## src/rtl/icache.sv

```systemverilog
// Direct-mapped instruction cache: SETS single-word frames, one outstanding
// fill at a time. Hit is combinational in IDLE; a miss spends memory latency
// plus one cycle in FETCH and hits on the cycle after the fill.
// Ports: CLK/nRST (async active-low); imemREN/imemaddr/ihit/imemload face the
// fetch stage; iREN/iaddr/iwait/iload face memory; flush invalidates all frames.
module icache #(
  parameter int SETS = 16
) (
  input  logic        CLK,
  input  logic        nRST,
  input  logic        imemREN,
  input  logic [31:0] imemaddr,
  output logic        ihit,
  output logic [31:0] imemload,
  output logic        iREN,
  output logic [31:0] iaddr,
  input  logic        iwait,
  input  logic [31:0] iload,
  input  logic        flush
);

  localparam int IW = $clog2(SETS);
  localparam int TW = 30 - IW;

  typedef enum logic {IDLE = 1'b0, FETCH = 1'b1} state_t;

  state_t state, next_state;

  logic          valid [SETS];
  logic [TW-1:0] tag   [SETS];
  logic [31:0]   data  [SETS];

  logic [IW-1:0] index;
  logic [TW-1:0] req_tag;
  logic          hit;
  logic          fill;
  logic          unused_offset;

  assign index         = imemaddr[IW+1:2];
  assign req_tag       = imemaddr[31:IW+2];
  assign unused_offset = ^imemaddr[1:0];

  // flush suppresses the hit so a requester never consumes a line that is
  // being invalidated on this very edge.
  assign hit  = (state == IDLE) && imemREN && !flush &&
                valid[index] && (tag[index] == req_tag);

  // A fill completes only while the request is still present; flush wins.
  assign fill = (state == FETCH) && imemREN && !iwait && !flush;

  // State register
  always_ff @(posedge CLK or negedge nRST) begin
    if (!nRST) begin
      state <= IDLE;
    end else if (flush) begin
      state <= IDLE;
    end else begin
      state <= next_state;
    end
  end

  // Next-state logic
  always_comb begin
    next_state = state;
    case (state)
      IDLE:    if (imemREN && !hit) next_state = FETCH;
      FETCH:   if (!imemREN || !iwait) next_state = IDLE;
      default: next_state = IDLE;
    endcase
  end

  // Output logic
  always_comb begin
    ihit     = 1'b0;
    imemload = 32'd0;
    iREN     = 1'b0;
    iaddr    = 32'd0;
    case (state)
      IDLE: begin
        ihit     = hit;
        imemload = hit ? data[index] : 32'd0;
      end
      FETCH: begin
        iREN  = imemREN && !flush;
        iaddr = {imemaddr[31:2], 2'b00};
      end
      default: ;
    endcase
  end

  // Frame storage
  always_ff @(posedge CLK or negedge nRST) begin
    if (!nRST) begin
      for (int i = 0; i < SETS; i++) begin
        valid[i] <= 1'b0;
        tag[i]   <= '0;
        data[i]  <= '0;
      end
    end else if (flush) begin
      for (int i = 0; i < SETS; i++) begin
        valid[i] <= 1'b0;
      end
    end else if (fill) begin
      valid[index] <= 1'b1;
      tag[index]   <= req_tag;
      data[index]  <= iload;
    end
  end

endmodule

```

## config.mk

```make
export PLATFORM = sky130hd
export DESIGN_NAME = icache
export DESIGN_NICKNAME = d
export VERILOG_FILES = /design/src/rtl/icache.sv
export SDC_FILE = /design/constraint.sdc
export NUM_CORES = 1
export LEC_CHECK = 0
export BUFFER_PORTS_ARGS = -buffer_cell sky130_fd_sc_hd__buf_2
export CELL_PAD_IN_SITES_DETAIL_PLACEMENT = 0
export CELL_PAD_IN_SITES_GLOBAL_PLACEMENT = 1
export CORE_MARGIN = 2
export CORE_UTILIZATION = 57
export DETAILED_ROUTE_END_ITERATION = 8
export GPL_TIMING_DRIVEN = 0
export PLACE_DENSITY_LB_ADDON = 0.1
export SYNTH_ARGS = -nofsm -noshare
export SYNTH_HDL_FRONTEND = slang
export SYNTH_SLANG_ARGS = --single-unit
```

## constraint.sdc

```tcl
create_clock -name CLK -period 5 [get_ports CLK]
set_clock_uncertainty 0.05 [all_clocks]
set_input_delay 0 -clock CLK [delete_from_list [all_inputs] [get_ports CLK]]
set_output_delay 0 -clock CLK [all_outputs]
set_load 0.01 [all_outputs]
```

# --- After elaboration in Yosys (flattened, before gate mapping) ---
# Cells that the tools add are included.
# W data, S select, Z words.
totals:
  in_bits: 69
  out_inout_bits: 66
  elab_cells: 101
  reg_bits: 945
op_classes:
  eq_ne: 1
  magnitude_cmp: 2
  reduce_logical: 17
  bitwise_logic: 4
  muxes: 28
op_table:
  columns: ["op", "count"]
  rows:
  - ["$bwmux W512", 1]
  - ["$bwmux W416", 1]
  - ["$mux W32", 6]
  - ["$bmux W32 S4", 1]
  - ["$demux W32 S4", 1]
  - ["$bmux W26 S4", 1]
  - ["$demux W26 S4", 1]
  - ["$mux W26", 3]
  - ["$mux W16", 2]
  - ["$eq A26 B26 Y1", 1]
  - ["$or A16 B16 Y16", 1]
  - ["$logic_and A1 B1 Y1", 10]
  - ["$mux W1", 8]
  - ["$ge A5 B5 Y1 const B", 1]
  - ["$lt A5 B1 Y1 const B", 1]
  - ["$not A4 Y5", 1]
  - ["$bmux W1 S4", 1]
  - ["$demux W1 S4", 1]
  - ["$logic_not A1 Y1", 4]
  - ["$not A1 Y1", 2]
  - ["$pmux W1 S2", 1]
  - ["$reduce_and A2 Y1", 1]
  - ["$reduce_bool A2 Y1", 1]
  - ["$logic_or A1 B1 Y1", 1]

# --- Logic depth before layout (Yosys ltp) ---
# Gate-level depths: netlist of the first run.
logic_depth:
  depth_word: 11
  ltp_mapped: 14

# --- Worst setup path after synthesis of the first run ---
# OpenSTA, ideal clock, no wires.
synth_path:
  path_type: "in2out"
  from: "input port imemaddr[2]"
  to: "output port imemload[19]"
  stages: 10
  arrival_ns: 2.517
  n_path_buf: 7
  path_slack_ns: 2.433
  path_cell_list: "buf_6 buf_6 buf_6 buf_4 buf_2 buf_2 buf_2 mux4_2 mux4_2 and2b_1"
synth_between:
  elab_chain_len: 8
synth_lines:
  columns: ["item", "line", "text"]
  rows:
  - ["start, declared", "12", "input logic [31:0] imemaddr,"]
  - ["$not A4 Y5 (implied by the code) (*)", "46, 81", null]
  - ["$bmux W26 S4 / $bmux W1 S4 (equally long branches)", "46", "valid[index] && (tag[index] == req_tag);"]
  - ["$mux W26 (implied by the code) / $mux W1 (equally long branches) (2 in a row)", "46", null]
  - ["$eq A26 B26 Y1 / $logic_and A1 B1 Y1 (equally long branches)", "46, 45", null]
  - ["$logic_and A1 B1 Y1", "46", null]
  - ["$mux W32 (*)", "81", "imemload = hit ? data[index] : 32'd0;"]
  - ["$mux W32 (*)", "78", "case (state)"]
  - ["end, declared", "14", "output logic [31:0] imemload,"]
# Mark *: on every way between the ends. The rest lies on a longest branch, timed or not. The select of a mux whose other input is x is not followed.

# --- Worst setup path in the final report of the first run ---
layout_path:
  from: "input port imemaddr[5]"
  to: "output port imemload[27]"
# Same word-level chain as after synthesis.

==> results.toml, run 1 <==
[cts]
clockBufferDepth = 3
h-tree-depth = 3
clock_latency_ns = 0.66
cts_tree = "yes"
cts_made_buffers = 98
root_buffer = "clkbuf_16"
cts_sinks = 945
postCtsSetupBuffers = 0
cts.clk_slew.worst_paths_ns = 0.06

[logic_synthesis]
synthXorXnorAreaFrac = 0.00447
synth_fa_ha_area_frac = 0
yosysMostFrequentCell = "dfrtp_1"
synthSimpleGateAreaFrac = 0.0348
synth_top_area_frac = 0.549
synth_compound_area_frac = 0.0379
synth-main-ff-cell = "dfrtp_1"
ys.warnings.count = 0
netlist_top_cells_area = "dfrtp_1 55%, mux2_2 20%, mux4_2 13%"
synth_mux_area_frac = 0.343
yosysTopAreaCell = "dfrtp_1"
ys_seq_elements = 945
synth_common_cells = "945 x dfrtp_1, 750 x mux2_2, 253 x mux4_2, 218 x nand2_1, 199 x o21ai_0"
async_reset_ff_frac = 1.00
synth_cell_type_count = 57
syn_area_um2 = 43100
syn-mean-instance-area_um2 = 14.6
synth_edf_count = 0
synth_top_family_by_area = "multiplexers"
yosysSeqAreaShare = 0.549
synthCells = 2948

[pwr]
power_density_nw_per_um2 = 345
p_seq_frac = 0.483
switchingPower_w = 0.00402
p_int_w = 0.0129
netSwitchingFraction = 0.238
p_clk_frac = 0.434
p_leak_nw = 23.6
power_w = 0.0169
combPwrFrac = 0.084
ir_drop_mv = 0.276

[critical_path]
cp_cell_sequence = "buf_2 > buf_2 > buf_2 > clkbuf_1 > o21ai_0 > a2111oi_0 > o2111ai_1 > o41ai_1 > o21a_1 > nand4_2 > buf_2 > nor2b_1 > buf_2"
cp_num_buf_inv = 6
worstRegToRegCells = 9
r2r_end = "state$_DFF_PN0_"
cp.required_ns = 4.95
r2r-start = "tag[19]$_DFFE_PN0P_"
crit_arrival_ns = 4.89
cp-end-kind = "output pin"
path_delay_family = "buffers and inverters"
startpoint_type = "primary input"
crit_type = "in -> out"
critPathMaxFanout = 11
crit_path_max_incr_delay_ns = 0.88
path_common_cell = "buf_2"
cp_slowest_cell = "a2111oi_0"
r2r_slack_ns = 0.68

[finish]
syn2layout_area_growth_pct = 13.6
final_cells = 4287
nets = 3300
fin_area_um2 = 48900
nFillCells = 5428
drive_gt1_frac = 0.414

[sta]
hold_viol = 16
slew_headroom = 0.0778
layout_setup_ws_ns = 0.0606
worst_pin_slew_ns = 1.38
period_minus_slack_ns = 4.94
clock.fmax_ghz = 0.202
rsz0062_at_grt = "no"
final_max_slew_viol_count = 0
fin_crit_sh = 0.988
setup_violations = 0
worst_hold_slack_ns = -0.0169

[detailed_routing]
detail-route-antenna-nets = 0
first_pass_iters = 5
routed_wl_um = 131000
vias_per_cell = 6.47
drc_errors = 0
drt_iter0_drc = 2634
wire_per_inst_um = 30.5
vias = 27800

[floorplanning]
row_count = 100
die_y_um = 279
die-area_um2 = 77800
initial_utilization = 0.577
core_um2 = 74600
die_x_um = 279
ios = 135

[global_route]
grt_remaining_overflow = 0
grt_max_degree = 134
grt_pass1_wl_um = 195000
first_global_vias = 29300
antenna_found_initial = 8
grt_use_total = 0.344

[flow_run]
max_cap_viol_count = 0

[placed_design]
routabilityCongestion = 0.934
postPlaceCellArea_um2 = 45100
portBuffers = 116
dp_hpwl_um = 88800
dp_cells = 4041
post-place-ws_ns = -0.328

[outcome]
outcome = "finished with violations"
violations = "hold timing"

[min_path]
hp-class = "in -> async"
## power by group through the flow
stage | Sequential (W) | Clock (W) | Combinational [W]
floorplan | 0.00822 | 0 | 0.000812
global placement | 0.00826 | 0 | 0.00130
detailed placement | 0.00828 | 0 | 0.00137
CTS | 0.00814 | 0.00740 | 0.00142
global route | 0.00817 | 0.00771 | 0.00151
finish | 0.00815 | 0.00732 | 0.00141
## kinds of logic (layout without fill, tap and decap cells)
family	after synthesis	in the layout
XOR/XNOR	22	22
buffers and inverters	302	663
flip-flops	945	945
other	1	10
AO/OA/AOI/OAI	280	280
multiplexers	1067	1067
AND/OR/NAND/NOR	331	331
## per-stage QoR
stage	hold WS (ns)	TNS, ns	util
after floorplan	-0.346	0	-
after global placement	0.265	-	0.602
after detailed placement	0.0986	-2.45	0.604
after CTS	0.00242	0	0.656
after global routing	0.0485	0	0.656
final	-0.0169	0	0.656
## layer usage
layer,vias up,part of all wire,global-route usage
li1,11400,-,-
met1,15000,0.40,0.455
met2,1113,0.48,0.555
met3,310,0.065,0.0627
met4,0,0.052,0.167
met5,-,0,0
## sequential cells by signal (all words and copies together), names as in the netlist
register  flops
data        512
state         1
tag         416
valid        16
## layout by cell type, fill, tap and decap left out, types with 8 or more instances in the layout
master           n
dlygate4sd3_1   59
buf_4            9
xnor2_1          8
nor2_1          16
mux2i_1         64
a22oi_1         19
inv_1           30
nor2b_1         37
buf_2          186
nand2_1        218
xor2_1          14
clkbuf_1       192
o21ai_0        199
buf_1           15
and2_1          35
diode_2          8
mux2_2         750
clkinv_2        14
dfrtp_1        945
clkbuf_8        28
mux4_2         253
clkbuf_16       99
## what timing repair did
| item | CTS | global route |
|---|---|---|
| endpoints found under the setup margin | 9 | 0 |
| hold buffers | 59 | 0 |
| resized for setup | 1 | 0 |
| endpoints found under the hold margin | 687 | 0 |
## worst max path at each step
stage                      from                    to  slack (ns)  cells past startpoint
floorplan           imemaddr[2]          imemload[19]        2.43                     10
global placement           nRST  data[43]$_DFFE_PN0P_      -14.92                      1
detailed placement  imemaddr[3]           imemload[0]       -0.33                     10
CTS                 imemaddr[5]          imemload[27]        0.09                     13
global route        imemaddr[5]          imemload[27]       0.005                     13
finish              imemaddr[5]          imemload[27]        0.06                     13
## area by class of cell
type | instances | area (um^2) | share of cell area
diodes | 8 | 20.0 | 0.000409
plain buffers | 267 | 1170 | 0.0240
clock buffers | 155 | 2970 | 0.0607
clock inverters | 24 | 268 | 0.00547
inverters | 35 | 131 | 0.00269
multi-input cells | 1702 | 18100 | 0.370
flip-flops and latches | 945 | 23600 | 0.484
well taps | 969 | 1210 | 0.0248
repair buffers | 182 | 1370 | 0.0281
No activity file was read; power rests on OpenSTA's default activity.
==> run 2: changes to the inputs <==
Settings changed: CORE_UTILIZATION 57 to 44.
==> results.toml, run 2 (synthesis gave the netlist of run 1 again) <==
[outcome]
outcome = "finished, final reports clean"

[finish]
final_common_cell = "dfrtp_1"
drive_gt1_frac = 0.417
syn2layout_area_growth_pct = 15.6
final_cell_mix = "945 x dfrtp_1, 750 x mux2_2, 253 x mux4_2, 218 x nand2_1, 199 x o21ai_0"
nets = 3311
final_cells = 4609
largest_register = "data"
largest_reg_flops = 512
largestRegisters = "data x512, tag x416, valid x16"

[critical_path]
critPathMaxFanout = 10
crit_arrival_ns = 4.92
crit_type = "in -> out"
r2r_end = "state$_DFF_PN0_"
cp.depth = 13
startpoint_type = "primary input"
r2r-start = "tag[173]$_DFFE_PN0P_"
path_common_cell = "buf_2"
r2r_slack_ns = 0.62
worstRegToRegCells = 8
cp_num_buf_inv = 7
cp.required_ns = 4.95
cp_cell_sequence = "buf_2 > buf_2 > buf_2 > buf_2 > buf_2 > o221ai_1 > a21oi_1 > a21oi_1 > nor4_2 > nand4_2 > buf_2 > nor2b_1 > buf_2"
cp-end-kind = "output pin"
cp_slowest_cell = "buf_2"
crit_path_max_incr_delay_ns = 0.58
path_delay_family = "buffers and inverters"

[detailed_routing]
vias = 27400
drt_iter0_drc = 2041
first_pass_iters = 7
drc_errors = 0
routed_wl_um = 140000
vias_per_cell = 5.95
wire_per_inst_um = 30.4
detail-route-antenna-nets = 0

[sta]
fin_crit_sh = 0.993
period_minus_slack_ns = 4.97
hold_viol = 0
final_max_slew_viol_count = 0
setup_violations = 0
slew_headroom = 0.0554
rsz0062_at_grt = "no"
clock.fmax_ghz = 0.201
worst_pin_slew_ns = 1.42

[min_path]
hp-class = "in -> reg"
whs_path_depth = 3
hp-start = "imemaddr[28]"
hold-path-endpoint = "tag[178]$_DFFE_PN0P_"

[floorplanning]
initial_utilization = 0.445
core_um2 = 96900
die-area_um2 = 100000
die_x_um = 317
row_count = 114
die_y_um = 317
ios = 135

[placed_design]
dp_cells = 4350
dp_hpwl_um = 95000
portBuffers = 116
routabilityCongestion = 0.885

[cts]
postCtsSetupBuffers = 0
clock_latency_ns = 0.68
cts_tree = "yes"
cts_sinks = 945
clockBufferDepth = 3
root_buffer = "clkbuf_16"
cts_made_buffers = 105
cts.clk_slew.worst_paths_ns = 0.06
h-tree-depth = 3

[pwr]
ir_drop_mv = 0.283
p_leak_nw = 23.8
power_density_nw_per_um2 = 354
power_w = 0.0176

[global_route]
first_global_vias = 29200
antenna_found_initial = 10
grt_remaining_overflow = 0
grt_pass1_wl_um = 203000
grt_use_total = 0.283
grt_max_degree = 131

[flow_run]
max_cap_viol_count = 0
run 2: cell types whose count changed in the layout (fill, tap and decap cells not counted), sizes merged:
cell / before / now
buf: 224 / 227
clkinv: 21 / 22
dlygate4sd3: 59 / 61
inv: 33 / 31
clkbuf: 321 / 331
diode: 8 / 3
bufinv: 4 / 10
run 2: power by group:
part           switching (W)  internal, W  total (W)
registers           0.000168      0.00798    0.00815
logic               0.000818     0.000615    0.00143
clock network        0.00317      0.00489    0.00806
total                0.00415       0.0135     0.0176
run 2: routing by layer:
| layer | vias up | global-route usage | wire length (um) |
|---|---|---|---|
| met5 | - | 0 | 64 |
| met2 | 862 | 0.469 | 68600 |
| met1 | 14900 | 0.370 | 57800 |
| li1 | 11400 | - | - |
| met4 | 10 | 0.113 | 6180 |
| met3 | 289 | 0.0501 | 7520 |
run 2: tightest hold or removal path: cells and delay by family:
| kind | cells | cell delay, ns |
|---|---|---|
| buffers and inverters | 2 | 0.43 |
| muxes | 1 | 0.33 |
run 2: what timing repair did:
item                                     CTS  global route
endpoints found under the setup margin     9             1
resized for setup                          2             2
endpoints found under the hold margin   1065             0
cloned                                     0             0
hold buffers                              62             0
run 2: through the flow:
stage | worst slack [ns] | area (um^2) | util | setup TNS, ns | hold WS, ns
global route | 0.0369 | 49800 | 0.514 | 0 | 0.0704
CTS | 0.0172 | 49800 | 0.514 | 0 | 0.00641
finish | 0.0348 | 49800 | 0.514 | 0 | 0.0829
detailed placement | -0.569 | 45500 | 0.470 | -4.77 | -0.00587
global placement | -15.56 | 45200 | 0.467 | - | 0.276
floorplan | 2.43 | 43100 | - | 0 | -0.346
run 2: final cells by class:
class | count | area [um^2]
Fill cell | 8184 | 47100
Inverter | 35 | 131
Timing Repair Buffer | 187 | 1460
Multi-Input combinational cell | 1702 | 18100
Clock inverter | 29 | 449
Tap cell | 1276 | 1600
Clock buffer | 166 | 3200
Antenna cell | 3 | 7.51
Sequential cell | 945 | 23600
Buffer | 266 | 1170
run 2: how the worst max path moves through the flow:
stage                            to         from
2_1_floorplan          imemload[19]  imemaddr[2]
3_3_place_gp   data[43]$_DFFE_PN0P_         nRST
3_5_place_dp            imemload[0]  imemaddr[3]
4_1_cts                imemload[27]  imemaddr[3]
5_1_grt                imemload[27]  imemaddr[5]
6_report               imemload[27]  imemaddr[5]
==> run 3: changes to the inputs <==
Settings changed: ABC_AREA set to 1.
==> results.toml, run 3 <==
[logic_synthesis]
synth-main-ff-cell = "dfrtp_1"
yosysMostFrequentCell = "nand2_1"
async_reset_ff_frac = 1.00
ys.warnings.count = 0
synthCells = 5053
ys_seq_elements = 945
yosysTopAreaCell = "dfrtp_1"
syn-mean-instance-area_um2 = 8.25
synth_top_area_frac = 0.567
yosysSeqAreaShare = 0.567
synth_cell_type_count = 21
synth_edf_count = 0
netlist_top_cells_area = "dfrtp_1 57%, nand2_1 19%, o21ai_0 13%"
synth_common_cells = "2,060 x nand2_1, 1,086 x o21ai_0, 945 x dfrtp_1, 324 x clkbuf_1, 256 x o22ai_1"
syn_area_um2 = 41700

[critical_path]
r2r-start = "state$_DFF_PN0_"
crit_arrival_ns = 4.03
startpoint_type = "primary input"
r2r_end = "data[233]$_DFFE_PN0P_"
cp-end-kind = "output pin"
worstRegToRegCells = 8
cp.required_ns = 4.95
critPathMaxFanout = 10
r2r_slack_ns = 1.51
crit_type = "in -> out"

[cts]
cts_resized = 0
cts_hold_buf = 63
root_buffer = "clkbuf_16"
clockBufferDepth = 3
postCtsSetupBuffers = 0
cts_sinks = 945
h-tree-depth = 3
cts_tree = "yes"
cts.clk_slew.worst_paths_ns = 0.06
clock_latency_ns = 0.71
cts_made_buffers = 105

[finish]
largestRegisters = "data x512, tag x416, valid x16"
final_common_cell = "nand2_1"
largest_register = "data"
nets = 5431
largest_reg_flops = 512
nFillCells = 9377
final_cell_mix = "2,060 x nand2_1, 1,086 x o21ai_0, 945 x dfrtp_1, 344 x clkbuf_1, 256 x o22ai_1"
drive_gt1_frac = 0.0782
syn2layout_area_growth_pct = 16.4

[sta]
rsz0062_at_grt = "no"
fin_setup_tns_ns = 0
slew_headroom = 0.106
fin_crit_sh = 0.817
setup_violations = 0
worst_pin_slew_ns = 1.34
hold_viol = 0
layout_setup_ws_ns = 0.915
period_minus_slack_ns = 4.08
final_max_slew_viol_count = 0
clock.fmax_ghz = 0.245

[pwr]
p_leak_nw = 23.3
p_clk_frac = 0.460
ir_drop_mv = 0.275
p_seq_frac = 0.449
switchingPower_w = 0.00479
netSwitchingFraction = 0.263
power_density_nw_per_um2 = 376
p_int_w = 0.0134
combPwrFrac = 0.091

[global_route]
grt_max_degree = 122
first_global_vias = 37800
grt_use_total = 0.381
grt_pass1_wl_um = 268000
antenna_found_initial = 1
grt_remaining_overflow = 0

[detailed_routing]
vias_per_cell = 5.84
vias = 39100
wire_per_inst_um = 27.7
drc_errors = 0
first_pass_iters = 6
drt_iter0_drc = 4538
routed_wl_um = 185000
detail-route-antenna-nets = 0

[floorplanning]
ios = 135
die_x_um = 312
die-area_um2 = 97200
die_y_um = 312
initial_utilization = 0.445
core_um2 = 93600
row_count = 112

[outcome]
outcome = "finished, final reports clean"

[min_path]
hold-path-endpoint = "valid[4]$_DFFE_PN0P_"
whs_path_depth = 3
hp-start = "flush"
hp-class = "in -> reg"

[placed_design]
routabilityCongestion = 0.926
dp_hpwl_um = 127000
post-place-ws_ns = 1.31
portBuffers = 128

[flow_run]
max_cap_viol_count = 0
[run 3: final cells by class]
cell class,count,area [um^2],area share
Timing Repair Buffer,201,1560,0.0321
Clock buffer,155,3140,0.0647
Inverter,116,435,0.00898
Tap cell,1254,1570,0.0323
Sequential cell,945,23600,0.487
Antenna cell,1,2.50,0.0000516
Buffer,412,1780,0.0366
Multi-Input combinational cell,3581,15800,0.326
Clock inverter,37,573,0.0118
[run 3: how the worst max path moves through the flow]
stage                     slack (ns)                    end       startpoint  cells after the start
final                           0.92            imemload[0]      imemaddr[2]                     11
after detailed placement        1.31            imemload[0]      imemaddr[2]                     11
after global placement        -17.42   data[85]$_DFFE_PN0P_             nRST                      1
after floorplan                 3.07  data[100]$_DFFE_PN0P_  state$_DFF_PN0_                      8
after CTS                       1.29            imemload[0]      imemaddr[2]                     11
after global routing            0.84            imemload[0]      imemaddr[2]                     11
[run 3: cells by family (layout without fill, tap and decap cells)]
group / Yosys count / count (layout) / synth area share
flip-flops: 945 / 945 / 0.567
buffers and inverters: 528 / 921 / 0.0531
AND/OR/NAND/NOR: 2221 / 2221 / 0.209
other: 1 / 3 / 0.0000900
AO/OA/AOI/OAI: 1358 / 1358 / 0.171
[run 3: critical path, cell delays in order]
cell and delay [ns]:
buf_4 0.17, buf_6 0.17, nor2_2 0.15, inv_1 0.13, clkbuf_1 0.78, clkbuf_1 0.74
o22ai_1 0.20, o21ai_0 0.69, nand4_1 0.51, nor3_2 0.29, buf_2 0.16
[run 3: power by group through the flow]
stage,clock (W),combinational (W),sequential [W]
after floorplan,0,0.000777,0.00827
after global placement,0,0.00154,0.00832
after detailed placement,0,0.00158,0.00831
after CTS,0.00841,0.00163,0.00818
after global routing,0.00871,0.00178,0.00822
final,0.00840,0.00165,0.00819
[run 3: metrics by stage]
| stage | hold slack (ns) | instances | instance area (um^2) | total power (W) | utilization |
|---|---|---|---|---|---|
| 3_3_place_gp | 0.233 | 6436 | 43900 | 0.00986 | 0.469 |
| 5_1_grt | 0.138 | 6701 | 48500 | 0.0187 | 0.518 |
| 2_1_floorplan | -0.346 | 5054 | 41700 | 0.00904 | - |
| 4_1_cts | 0.0700 | 6701 | 48500 | 0.0182 | 0.518 |
| 6_report | 0.0843 | 6702 | 48500 | 0.0182 | 0.518 |
| 3_5_place_dp | 0.0633 | 6446 | 44200 | 0.00990 | 0.472 |
[run 3: metal layers]
layer	vias up	GRT usage	share of wire
met5	-	0	0
met1	19400	0.491	0.39
met3	584	0.0664	0.079
met4	0	0.271	0.085
li1	17200	-	-
met2	1917	0.581	0.44
